===== config.mk =====
export PLATFORM = sky130hd
export DESIGN_NAME = uart_mul_bridge_flat
export DESIGN_NICKNAME = d
export VERILOG_FILES = /design/src/rtl/uart_mul_pkg.sv /design/src/rtl/uart_mul_bridge_if.sv /design/src/rtl/shift_add_mul.sv /design/src/rtl/uart_mul_bridge.sv /design/src/flat_wrapper.sv
export SDC_FILE = /design/constraint.sdc
export NUM_CORES = 1
export LEC_CHECK = 0
export CORE_ASPECT_RATIO = 1.1
export CORE_MARGIN = 4
export CORE_UTILIZATION = 32
export DETAILED_ROUTE_END_ITERATION = 16
export HOLD_SLACK_MARGIN = 0.03
export PLACE_DENSITY_LB_ADDON = 0.12
export SYNTH_ARGS = -nofsm -noshare
export SYNTH_HDL_FRONTEND = slang
export SYNTH_SLANG_ARGS = --single-unit

===== constraint.sdc =====
create_clock -name clk_fpga -period 3.5 [get_ports clk_fpga]
set_clock_uncertainty 0.1 [all_clocks]
set_input_delay 0.7 -clock clk_fpga [delete_from_list [all_inputs] [get_ports clk_fpga]]
set_output_delay 0.7 -clock clk_fpga [all_outputs]
set_load 0.02 [all_outputs]

===== src/rtl/uart_mul_pkg.sv =====
`default_nettype none
// +--------------------------------------------------------------------+
// | uart_mul_pkg                                                       |
// | Shared state encoding and width helpers for the UART multiply      |
// | bridge.                                                            |
// | Revision: 1.0                                                      |
// +--------------------------------------------------------------------+
package uart_mul_pkg;

  typedef enum logic [1:0] {
    COLLECT = 2'd0,
    MUL     = 2'd1,
    SEND    = 2'd2,
    WAIT_TX = 2'd3
  } state_t;

  function automatic int calc_res_w(input int op_w, input int coef_w);
    return op_w + coef_w;
  endfunction

  function automatic int calc_res_bytes(input int res_w);
    return (res_w + 7) / 8;
  endfunction

endpackage
`default_nettype wire


===== src/rtl/uart_mul_bridge_if.sv =====
`default_nettype none
// +--------------------------------------------------------------------+
// | uart_mul_bridge_if                                                 |
// | Byte receive / byte transmit handshake between the UART and the    |
// | multiply bridge.                                                   |
// | Revision: 1.0                                                      |
// +--------------------------------------------------------------------+
interface uart_mul_bridge_if;
  logic [7:0] rx_data;
  logic       rx_valid;
  logic       tx_busy;
  logic       tx_done;
  logic [7:0] tx_data;
  logic       tx_start;

  // UART side: delivers received bytes and reports transmitter status.
  modport master (
    output rx_data, rx_valid, tx_busy, tx_done,
    input  tx_data, tx_start
  );

  // Bridge side.
  modport slave (
    input  rx_data, rx_valid, tx_busy, tx_done,
    output tx_data, tx_start
  );
endinterface
`default_nettype wire


===== src/rtl/shift_add_mul.sv =====
`default_nettype none
// +--------------------------------------------------------------------+
// | shift_add_mul                                                      |
// | Sequential shift-add multiplier, one operand bit per cycle, LSB    |
// | first; OP_W cycles per product.                                    |
// | Revision: 1.0                                                      |
// +--------------------------------------------------------------------+
module shift_add_mul
  import uart_mul_pkg::*;
#(
  parameter int OP_W   = 8,
  parameter int COEF_W = 8
) (
  input  logic                                  clk,
  input  logic                                  rst_n,
  input  logic                                  start_i,
  input  logic [OP_W-1:0]                       operand_i,
  input  logic [COEF_W-1:0]                     coef_i,
  output logic                                  done_o,
  output logic [calc_res_w(OP_W, COEF_W)-1:0]   product_o
);

  localparam int RES_W = calc_res_w(OP_W, COEF_W);
  localparam int CNT_W = $clog2(OP_W + 1);

  logic [OP_W-1:0]  a_q;
  logic [RES_W-1:0] b_q;
  logic [RES_W-1:0] acc_q;
  logic [CNT_W-1:0] cnt_q;
  logic             busy_q;
  logic [RES_W-1:0] sum_d;

  assign sum_d = acc_q + (a_q[0] ? b_q : '0);

  // done_o marks the final step; product_o already carries that step's sum.
  assign done_o    = busy_q && (cnt_q == CNT_W'(1));
  assign product_o = sum_d;

  always_ff @(posedge clk or negedge rst_n) begin
    if (!rst_n) begin
      a_q    <= '0;
      b_q    <= '0;
      acc_q  <= '0;
      cnt_q  <= '0;
      busy_q <= 1'b0;
    end else if (start_i) begin
      a_q    <= operand_i;
      b_q    <= RES_W'(coef_i);
      acc_q  <= '0;
      cnt_q  <= CNT_W'(OP_W);
      busy_q <= 1'b1;
    end else if (busy_q) begin
      acc_q <= sum_d;
      a_q   <= a_q >> 1;
      b_q   <= b_q << 1;
      cnt_q <= cnt_q - CNT_W'(1);
      if (cnt_q == CNT_W'(1)) begin
        busy_q <= 1'b0;
      end
    end
  end

endmodule
`default_nettype wire


===== src/rtl/uart_mul_bridge.sv =====
`default_nettype none
// +--------------------------------------------------------------------+
// | uart_mul_bridge                                                    |
// | Collects OP_BYTES rx bytes into an operand, multiplies by coef and |
// | returns the result MSB byte first. Optional macro ACCUM_EN sends a |
// | running wrap-around sum of products instead of each product.       |
// | Revision: 1.0                                                      |
// +--------------------------------------------------------------------+
module uart_mul_bridge
  import uart_mul_pkg::*;
#(
  parameter int OP_BYTES    = 1,
  parameter int COEF_W      = 8,
  parameter int TIMEOUT_CYC = 1000000
) (
  input  logic              clk_fpga,
  input  logic              reset,
  input  logic [COEF_W-1:0] coef,
  input  logic              acc_clr,
  uart_mul_bridge_if.slave  uart,
  output logic              busy,
  output logic              overrun,
  output logic              overrun_st
);

  localparam int OP_W  = 8 * OP_BYTES;
  localparam int RES_W = calc_res_w(OP_W, COEF_W);
`ifdef ACCUM_EN
  localparam int ACC_W = RES_W + 8;
  localparam int OUT_BYTES = calc_res_bytes(ACC_W);
`else
  localparam int OUT_BYTES = calc_res_bytes(RES_W);
`endif
  localparam int OUT_W = 8 * OUT_BYTES;
  localparam int CNT_W = $clog2(OP_BYTES + 1);
  localparam int TO_W  = $clog2(TIMEOUT_CYC + 1);
  localparam int BL_W  = $clog2(OUT_BYTES + 1);

  state_t           state_q;
  logic [CNT_W-1:0] cnt_q;
  logic [OP_W-1:0]  op_q;
  logic [TO_W-1:0]  to_q;
  logic [OUT_W-1:0] out_q;
  logic [BL_W-1:0]  left_q;
  logic [7:0]       tx_data_q;
  logic             tx_start_q;
  logic             busy_q;
  logic             overrun_q;
  logic             overrun_st_q;

  logic [OP_W-1:0]  op_d;
  logic             last_byte_d;
  logic             mul_done;
  logic [RES_W-1:0] product;
  logic [OUT_W-1:0] result_d;

  assign op_d        = OP_W'({op_q, uart.rx_data});
  assign last_byte_d = (state_q == COLLECT) && uart.rx_valid &&
                       (cnt_q == CNT_W'(OP_BYTES - 1));

  // The multiplier is loaded on the same edge that enters MUL, so the
  // completing byte and coef are captured together.
  shift_add_mul #(
    .OP_W   (OP_W),
    .COEF_W (COEF_W)
  ) u_mul (
    .clk       (clk_fpga),
    .rst_n     (reset),
    .start_i   (last_byte_d),
    .operand_i (op_d),
    .coef_i    (coef),
    .done_o    (mul_done),
    .product_o (product)
  );

`ifdef ACCUM_EN
  logic [ACC_W-1:0] acc_q;
  logic [ACC_W-1:0] acc_d;

  assign acc_d    = acc_q + ACC_W'(product);
  assign result_d = OUT_W'(acc_d);

  always_ff @(posedge clk_fpga or negedge reset) begin
    if (!reset) begin
      acc_q <= '0;
    end else if ((state_q == COLLECT) && acc_clr) begin
      acc_q <= '0;
    end else if ((state_q == MUL) && mul_done) begin
      acc_q <= acc_d;
    end
  end
`else
  logic unused_acc_clr;

  assign unused_acc_clr = acc_clr;
  assign result_d       = OUT_W'(product);
`endif

  always_ff @(posedge clk_fpga or negedge reset) begin
    if (!reset) begin
      state_q      <= COLLECT;
      cnt_q        <= '0;
      op_q         <= '0;
      to_q         <= '0;
      out_q        <= '0;
      left_q       <= '0;
      tx_data_q    <= '0;
      tx_start_q   <= 1'b0;
      busy_q       <= 1'b0;
      overrun_q    <= 1'b0;
      overrun_st_q <= 1'b0;
    end else begin
      tx_start_q <= 1'b0;
      overrun_q  <= 1'b0;
      if (uart.rx_valid && (state_q != COLLECT)) begin
        overrun_q    <= 1'b1;
        overrun_st_q <= 1'b1;
      end

      case (state_q)
        COLLECT: begin
          if (uart.rx_valid) begin
            to_q <= '0;
            if (last_byte_d) begin
              cnt_q   <= '0;
              op_q    <= '0;
              busy_q  <= 1'b1;
              state_q <= MUL;
            end else begin
              cnt_q <= cnt_q + CNT_W'(1);
              op_q  <= op_d;
            end
          end else if (cnt_q != '0) begin
            // Partial operand abandoned after TIMEOUT_CYC idle cycles.
            if (to_q == TO_W'(TIMEOUT_CYC - 1)) begin
              to_q  <= '0;
              cnt_q <= '0;
              op_q  <= '0;
            end else begin
              to_q <= to_q + TO_W'(1);
            end
          end
        end

        MUL: begin
          if (mul_done) begin
            out_q   <= result_d;
            left_q  <= BL_W'(OUT_BYTES);
            state_q <= SEND;
          end
        end

        SEND: begin
          if (!uart.tx_busy) begin
            tx_data_q  <= out_q[OUT_W-1 -: 8];
            tx_start_q <= 1'b1;
            out_q      <= out_q << 8;
            left_q     <= left_q - BL_W'(1);
            state_q    <= WAIT_TX;
          end
        end

        WAIT_TX: begin
          if (uart.tx_done) begin
            if (left_q != '0) begin
              state_q <= SEND;
            end else begin
              busy_q  <= 1'b0;
              state_q <= COLLECT;
            end
          end
        end

        default: begin
          state_q <= COLLECT;
        end
      endcase
    end
  end

  assign uart.tx_data  = tx_data_q;
  assign uart.tx_start = tx_start_q;
  assign busy          = busy_q;
  assign overrun       = overrun_q;
  assign overrun_st    = overrun_st_q;

endmodule
`default_nettype wire

===== src/flat_wrapper.sv =====
// flat-port wrapper written by rule: the top's interface ports become plain ports
module uart_mul_bridge_flat import uart_mul_pkg::*;
#(
  parameter int OP_BYTES    = 1,
  parameter int COEF_W      = 8,
  parameter int TIMEOUT_CYC = 1000000
)
  (clk_fpga, reset, coef, acc_clr, busy, overrun, overrun_st, uart_rx_data, uart_rx_valid, uart_tx_busy, uart_tx_done, uart_tx_data, uart_tx_start);
  uart_mul_bridge_if uart_i ();
  input  logic clk_fpga;
  input  logic reset;
  input  logic [COEF_W-1:0] coef;
  input  logic acc_clr;
  output logic busy;
  output logic overrun;
  output logic overrun_st;
  input wire logic [$bits(uart_i.rx_data)-1:0] uart_rx_data;
  input wire logic [$bits(uart_i.rx_valid)-1:0] uart_rx_valid;
  input wire logic [$bits(uart_i.tx_busy)-1:0] uart_tx_busy;
  input wire logic [$bits(uart_i.tx_done)-1:0] uart_tx_done;
  output wire logic [$bits(uart_i.tx_data)-1:0] uart_tx_data;
  output wire logic [$bits(uart_i.tx_start)-1:0] uart_tx_start;
  assign uart_i.rx_data = uart_rx_data;
  assign uart_i.rx_valid = uart_rx_valid;
  assign uart_i.tx_busy = uart_tx_busy;
  assign uart_i.tx_done = uart_tx_done;
  assign uart_tx_data = uart_i.tx_data;
  assign uart_tx_start = uart_i.tx_start;
  uart_mul_bridge #(.OP_BYTES(OP_BYTES), .COEF_W(COEF_W), .TIMEOUT_CYC(TIMEOUT_CYC)) u_core (.clk_fpga(clk_fpga), .reset(reset), .coef(coef), .acc_clr(acc_clr), .uart(uart_i), .busy(busy), .overrun(overrun), .overrun_st(overrun_st));
endmodule

# ---- Yosys cells after proc, flatten, opt, wreduce, memory -nomap -nowiden
# Cells that the tools add are included.
dict set report op_classes {
  muxes 39
  reduce_logical 16
  n_eq_ne 11
  n_bitwise 2
  addsub 5
}
# op n
set op_table {}
lappend op_table {{$mux 16} 7}
lappend op_table {{$mux 20} 3}
lappend op_table {{$pmux 16 s2} 1}
lappend op_table {{$add 20x1->20 const B} 1}
lappend op_table {{$eq 20x20->1 const B} 1}
lappend op_table {{$add 16x16->16} 1}
lappend op_table {{$mux 8} 2}
lappend op_table {{$mux 1} 14}
lappend op_table {{$mux 2} 7}
lappend op_table {{$reduce_bool 2->1} 6}
lappend op_table {{$reduce_and 5->1} 2}
lappend op_table {{$mux 4} 2}
lappend op_table {{$ne 2x2->1 const B} 4}
lappend op_table {{$pmux 2 s4} 1}
lappend op_table {{$eq 2x2->1 const B} 2}
lappend op_table {{$eq 4x1->1 const B} 1}
lappend op_table {{$logic_and 1x1->1} 4}
lappend op_table {{$ne 2x1->1 const B} 2}
lappend op_table {{$pmux 2 s2} 1}
lappend op_table {{$reduce_and 2->1} 2}
lappend op_table {{$sub 4x1->4 const B} 1}
lappend op_table {{$reduce_and 3->1} 1}
lappend op_table {{$eq 2x1->1 const B} 1}
lappend op_table {{$logic_not 2->1} 1}
lappend op_table {{other kinds (4)} 5}
dict set report totals {
  wordCells 88
  register_bits 98
  input_bits 22
  out_inout_bits 12
}

# ---- Depth between registers and ports, before layout
dict set report depth {
  ltp_word 6
  ltp_mapped 11
  depth_no_buf 10
}

# ---- Hierarchy
# A second synthesis with hierarchy kept.
dict set report hier_totals {
  hier_cells 554
  hier_area_um2 5449.0
}
# module seq_area_each_um2 instances area_per_inst_um2 cells_per_inst
set by_module_without_submodules {}
lappend by_module_without_submodules {shift_add_mul 1126.1 1 2916.5 314}
lappend by_module_without_submodules {uart_mul_bridge 1326.3 1 2532.4 240}

# ---- Least setup slack after synthesis
# OpenSTA, ideal clock, no wires.
dict set report synth_timing {
  path_type {flip-flop to flip-flop}
  startpoint {register u_core.u_mul.a_q[0]}
  endpoint {register u_core.u_mul.acc_q[10]}
  required_time_ns 3.322
  path_slack_ns 0.917
  stages_incl_launch_ff 12
  setup_time_ns 0.078
  t_arrival_ns 2.405
  cell_sequence {dfrtp_1 -> clkbuf_1 -> and2_1 -> ha_1 -> fa_1 -> a21oi_1 -> nand4b_4 -> a21oi_4 -> o31ai_1 -> mux2i_1 -> o21ai_0 -> a21oi_1}
}
dict set report synth_between {
  elab_chain_len 4
}
# element line
set synth_rtl {}
lappend synth_rtl {{start: declaration} shift_add_mul.sv:26} ;# logic [OP_W-1:0] a_q;
lappend synth_rtl {{start signal: assignment} shift_add_mul.sv:47} ;# a_q <= operand_i;
lappend synth_rtl {{start signal: assignment} shift_add_mul.sv:54} ;# a_q <= a_q >> 1;
lappend synth_rtl {{$mux 16} shift_add_mul.sv:33} ;# assign sum_d = acc_q + (a_q[0] ? b_q : '0);
lappend synth_rtl {{$add 16x16->16} shift_add_mul.sv:33}
lappend synth_rtl {{$mux 16} shift_add_mul.sv:52} ;# end else if (busy_q) begin
lappend synth_rtl {{$mux 16} shift_add_mul.sv:46} ;# end else if (start_i) begin
lappend synth_rtl {{end signal: assignment} shift_add_mul.sv:53} ;# acc_q <= sum_d;
lappend synth_rtl {{end: declaration} shift_add_mul.sv:28} ;# logic [RES_W-1:0] acc_q;
# Every way passes these cells. The select of a mux whose other input is x is not followed.
# A chain may end at the register's enable or synchronous reset.

# ---- Final worst setup path
# Same ends and word-level chain as after synthesis.

==> summary.txt <==
Status
  • Outcome: finished clean

Setup path
  • Slowest Stage Delay on Critical Path: 0.54 ns
  • Most common cell on crit path: sky130_fd_sc_hd__a21oi_1
  • Data required time at the worst endpoint: about 3.7 ns
  • Worst-path cell chain: and2_1 > ha_1 > fa_1 > a21oi_1 > nand4b_4 > a21oi_4 > o31ai_1 > mux2i_1 > o21ai_0 > a21oi_1
  • Maximum fanout along the worst path: 17
  • Library cell contributing the largest single delay on the critical path: sky130_fd_sc_hd__dfrtp_1
  • Sort of element at the start of the critical path: flip-flop
  • Worst setup path category: reg -> reg
  • CP Capture Type: flip-flop
  • Data arrival at the endpoint of the critical path: roughly 3.1 ns

Clock network
  • Number of levels in the clock H-tree: 3
  • Number of buffers created by CTS: 9
  • Clock Root Buffer: sky130_fd_sc_hd__clkbuf_16
  • Buffers inserted during post-CTS setup optimization: 0
  • Clock latency of the later-clocked register in the worst-skew pair: around 0.35 ns
  • Clock Path Buffers: 2
  • Clock Sink Count: 98
  • Clk slew on worst S/H paths: 0.07 ns
  • CTS tree: built
  • Number of buffers added to fix hold violations after cts: 0
  • Number of gates resized after CTS: 0

Cells and area
  • N_diodes: 0
  • Relative area change from synthesis to final layout: 15.5%
  • Post-route cell area: around 0.006 sq mm
  • Fin nets: 619
  • Share of cells above drive strength 1: 0.0636

Global route
  • Total grt overflow: 0
  • Layer with the highest usage after global routing: met2
  • Grt met2 use: 0.205
  • Met3 capacity usage during global routing: 0.0241
  • Met1 Use GR: 0.190
  • Largest net degree at the start of global routing: 57
  • Global-route usage over all layers: 0.136
  • Vias in the first global route: 3925
  • Antenna violations before repair: 0
  • Wire length of the first global-routing pass: 19900 microns

Drt
  • Total via count in the routed design: 3868
  • Violation count after the first detailed-route iteration: 202
  • Number of optimization iterations in the first detailed-route pass: 4
  • Total length of routed wires: 11600 microns
  • Per-cell routed wire length: 14.8 microns
  • Antenna Violating Nets Remaining: 0
  • Post-route DRC violation count: 0
  • Drt via density: 4.95

Synth
  • Fraction of the mapped netlist area in adder cells: 0.0495
  • Dominant combinational cell family by area after synthesis: simple AND/OR/NAND/NOR gates
  • Ranking of synthesized cells by area: sky130_fd_sc_hd__dfrtp_1, sky130_fd_sc_hd__nand2_1, sky130_fd_sc_hd__mux2i_1, sky130_fd_sc_hd__ha_1, sky130_fd_sc_hd__o21ai_0
  • Mean post-synth cell area: approximately 9.4 sq um
  • Ys Warns: 0
  • Synthesis-stage register bit count: 98
  • Fraction of registers with async set/reset: 1.00
  • Fraction of the mapped netlist area in compound gates: 0.146
  • Synth Cell Area: 0.00521 sq mm
  • Gate count after technology mapping: 556
  • Post-synth top area share: 0.471
  • Count of distinct cell types in the synthesized netlist: 52
  • Register area share after synthesis: 0.471
  • Synth Area in XOR/XNOR: 0.0320
  • Nets in the synthesized netlist: 598
  • Top cell type by total area after synthesis: sky130_fd_sc_hd__dfrtp_1
  • Simple-gate portion of the synthesized area: 0.203
  • Portion of netlist area occupied by mux cells: 0.0654
  • Main flop type after synthesis: sky130_fd_sc_hd__dfrtp_1
  • Number of synthesized flops with an enable pin: 0

Placement
  • Final Wtd Congestion: 0.795
  • Cell Area, Placed: around 0.0057 sq mm
  • Number of port buffers: 32
  • Final HPWL from detailed placement: 8010 microns

Floorplanning
  • Area of the core region: 0.0159 sq mm
  • Total die area: around 0.018 sq mm
  • Die height: 142 microns
  • Die Wd: 130 microns
  • Starting density of the core: 0.328
  • Ports placed on the boundary: 34
  • Number of cell rows: 48

Hold path
  • Hold WC Path Type: in -> async

STA
  • Setup TNS: 0 ns
  • Pins over their slew limit: 0
  • Final number of hold-violating endpoints: 0
  • Final critical path time including I/O delays and setup: slightly below 3 ns
  • Slew headroom: 0.517
  • Setup violators final: 0
  • Share of the clock period used by the worst path: 0.831
  • Peak clock frequency supported by timing: 344 MHz
  • Slew at the pin with the worst max-slew slack: 0.724 ns
  • Unrepaired setup endpoints after global routing: false

Job
  • Number of max-cap violations: 0

Power and ir drop
  • Power per standard cell area: 761 mW/mm^2
  • Worst IR drop on VDD: about 0.31 mV
  • Leak: 2.84 nW
state kept, by name, indices dropped and copies added, names as in the netlist:
register              flops
u_core.to_q              20
u_core.out_q             16
u_core.u_mul.acc_q       16
u_core.u_mul.b_q         16
u_core.u_mul.a_q          8
u_core.uart.tx_data       8
u_core.u_mul.cnt_q        4
u_core.left_q             2
u_core.state_q            2
u_core.busy               1
u_core.cnt_q              1
u_core.overrun            1
u_core.overrun_st         1
u_core.u_mul.busy_q       1
u_core.uart.tx_start      1
power breakdown:
group | total, mW | leakage (nW) | internal (mW) | switching (mW)
Combinational | 1.68 | 1.43 | 0.722 | 0.955
Clock | 1.06 | 0.147 | 0.629 | 0.431
Sequential | 1.84 | 1.26 | 1.53 | 0.317
Total | 4.58 | 2.84 | 2.88 | 1.70
worst paths after layout:
| path | start | slack, ns | endpoint | cells after the start |
|---|---|---|---|---|
| max | u_core.u_mul.a_q[0] | 0.59 | u_core.u_mul.acc_q[10] | 10 |
| min in group clk_fpga | u_core.overrun_st | 0.37 | u_core.overrun_st | 1 |
| min reg2reg | u_core.overrun_st | 0.37 | u_core.overrun_st | 1 |
| max in group asynchronous | reset | 2.31 | u_core.cnt_q | 2 |
| max reg2reg | u_core.u_mul.a_q[0] | 0.59 | u_core.u_mul.acc_q[10] | 10 |
| min | reset | 0.29 | u_core.to_q[6] | 1 |
area by class of cell:
class,count,area [sq um]
Fill cell,1617,9840
Multi-Input combinational cell,420,2590
Clock buffer,12,236
Tap cell,200,250
Timing Repair Buffer,38,375
Clock inverter,4,76.3
Inverter,10,37.5
Sequential cell,98,2450
cell families after synthesis:
| kind of cell | count (synthesis) |
|---|---|
| adders and majority gates | 20 |
| xor gates and xnor gates | 19 |
| muxes | 34 |
| DFF | 98 |
| buffers and inverters | 38 |
| and+or+nand+nor | 226 |
| AOI/OAI and AO/OA | 121 |
critical path, delay by kind of cell, from the launching register on:
kind,cells,cell delay [ns]
compound gates,5,0.88
mux,1,0.24
fa+ha+maj,2,0.64
flops,1,0.54
simple gates,2,0.42
placed cells by master (no fill, tap or decap), types with 10 or more instances in the layout:
master                            synthesis  routed
sky130_fd_sc_hd__and2_1                  17      17
sky130_fd_sc_hd__inv_1                   10      10
sky130_fd_sc_hd__a21oi_1                 21      21
sky130_fd_sc_hd__mux2i_1                 34      34
sky130_fd_sc_hd__nor2_1                  51      51
sky130_fd_sc_hd__nand3_1                 17      17
sky130_fd_sc_hd__nand2_1                 92      92
sky130_fd_sc_hd__o21ai_1                 12      12
sky130_fd_sc_hd__ha_1                    19      19
sky130_fd_sc_hd__dfrtp_1                 98      97
sky130_fd_sc_hd__clkdlybuf4s50_1          0      31
sky130_fd_sc_hd__o21ai_0                 44      44
sky130_fd_sc_hd__xnor2_1                 10      10
cell usage after synthesis, drive strengths merged (3+ instances only):
master  number
o21ai       58
and2        17
nor4         3
nor3         6
o22ai        4
clkbuf      18
nand2b       5
xnor2       10
inv         10
nor2        53
a21oi       24
mux2i       34
a21o         3
nand4        6
nand3       17
a211oi       8
o41ai        3
ha          19
buf         10
nor2b        9
or2          4
dfrtp       98
o31ai        9
a22oi        3
or3          4
and3         5
xor2         9
nand2       92
routing by layer:
| metal | share of wire | routed length, microns |
|---|---|---|
| met4 | 0.022 | 250 |
| met1 | 0.50 | 5850 |
| met3 | 0.028 | 327 |
| met2 | 0.45 | 5160 |
| met5 | 0 | 0 |
metrics by stage:
stage / utilization / setup WS [ns] / total power, mW / hold WS, ns / instances
finish: 0.379 / 0.593 / 4.58 / 0.293 / 782
global route: 0.379 / 0.320 / 4.97 / 0.368 / 782
CTS: 0.379 / 0.531 / 4.67 / 0.325 / 782
detailed placement: 0.360 / 0.568 / 3.58 / 0.365 / 766
global placement: 0.360 / 0.587 / 3.54 / 0.352 / 766
floorplan: - / 0.917 / 3.07 / 0.304 / 556
(Power assumes the default switching activity.)
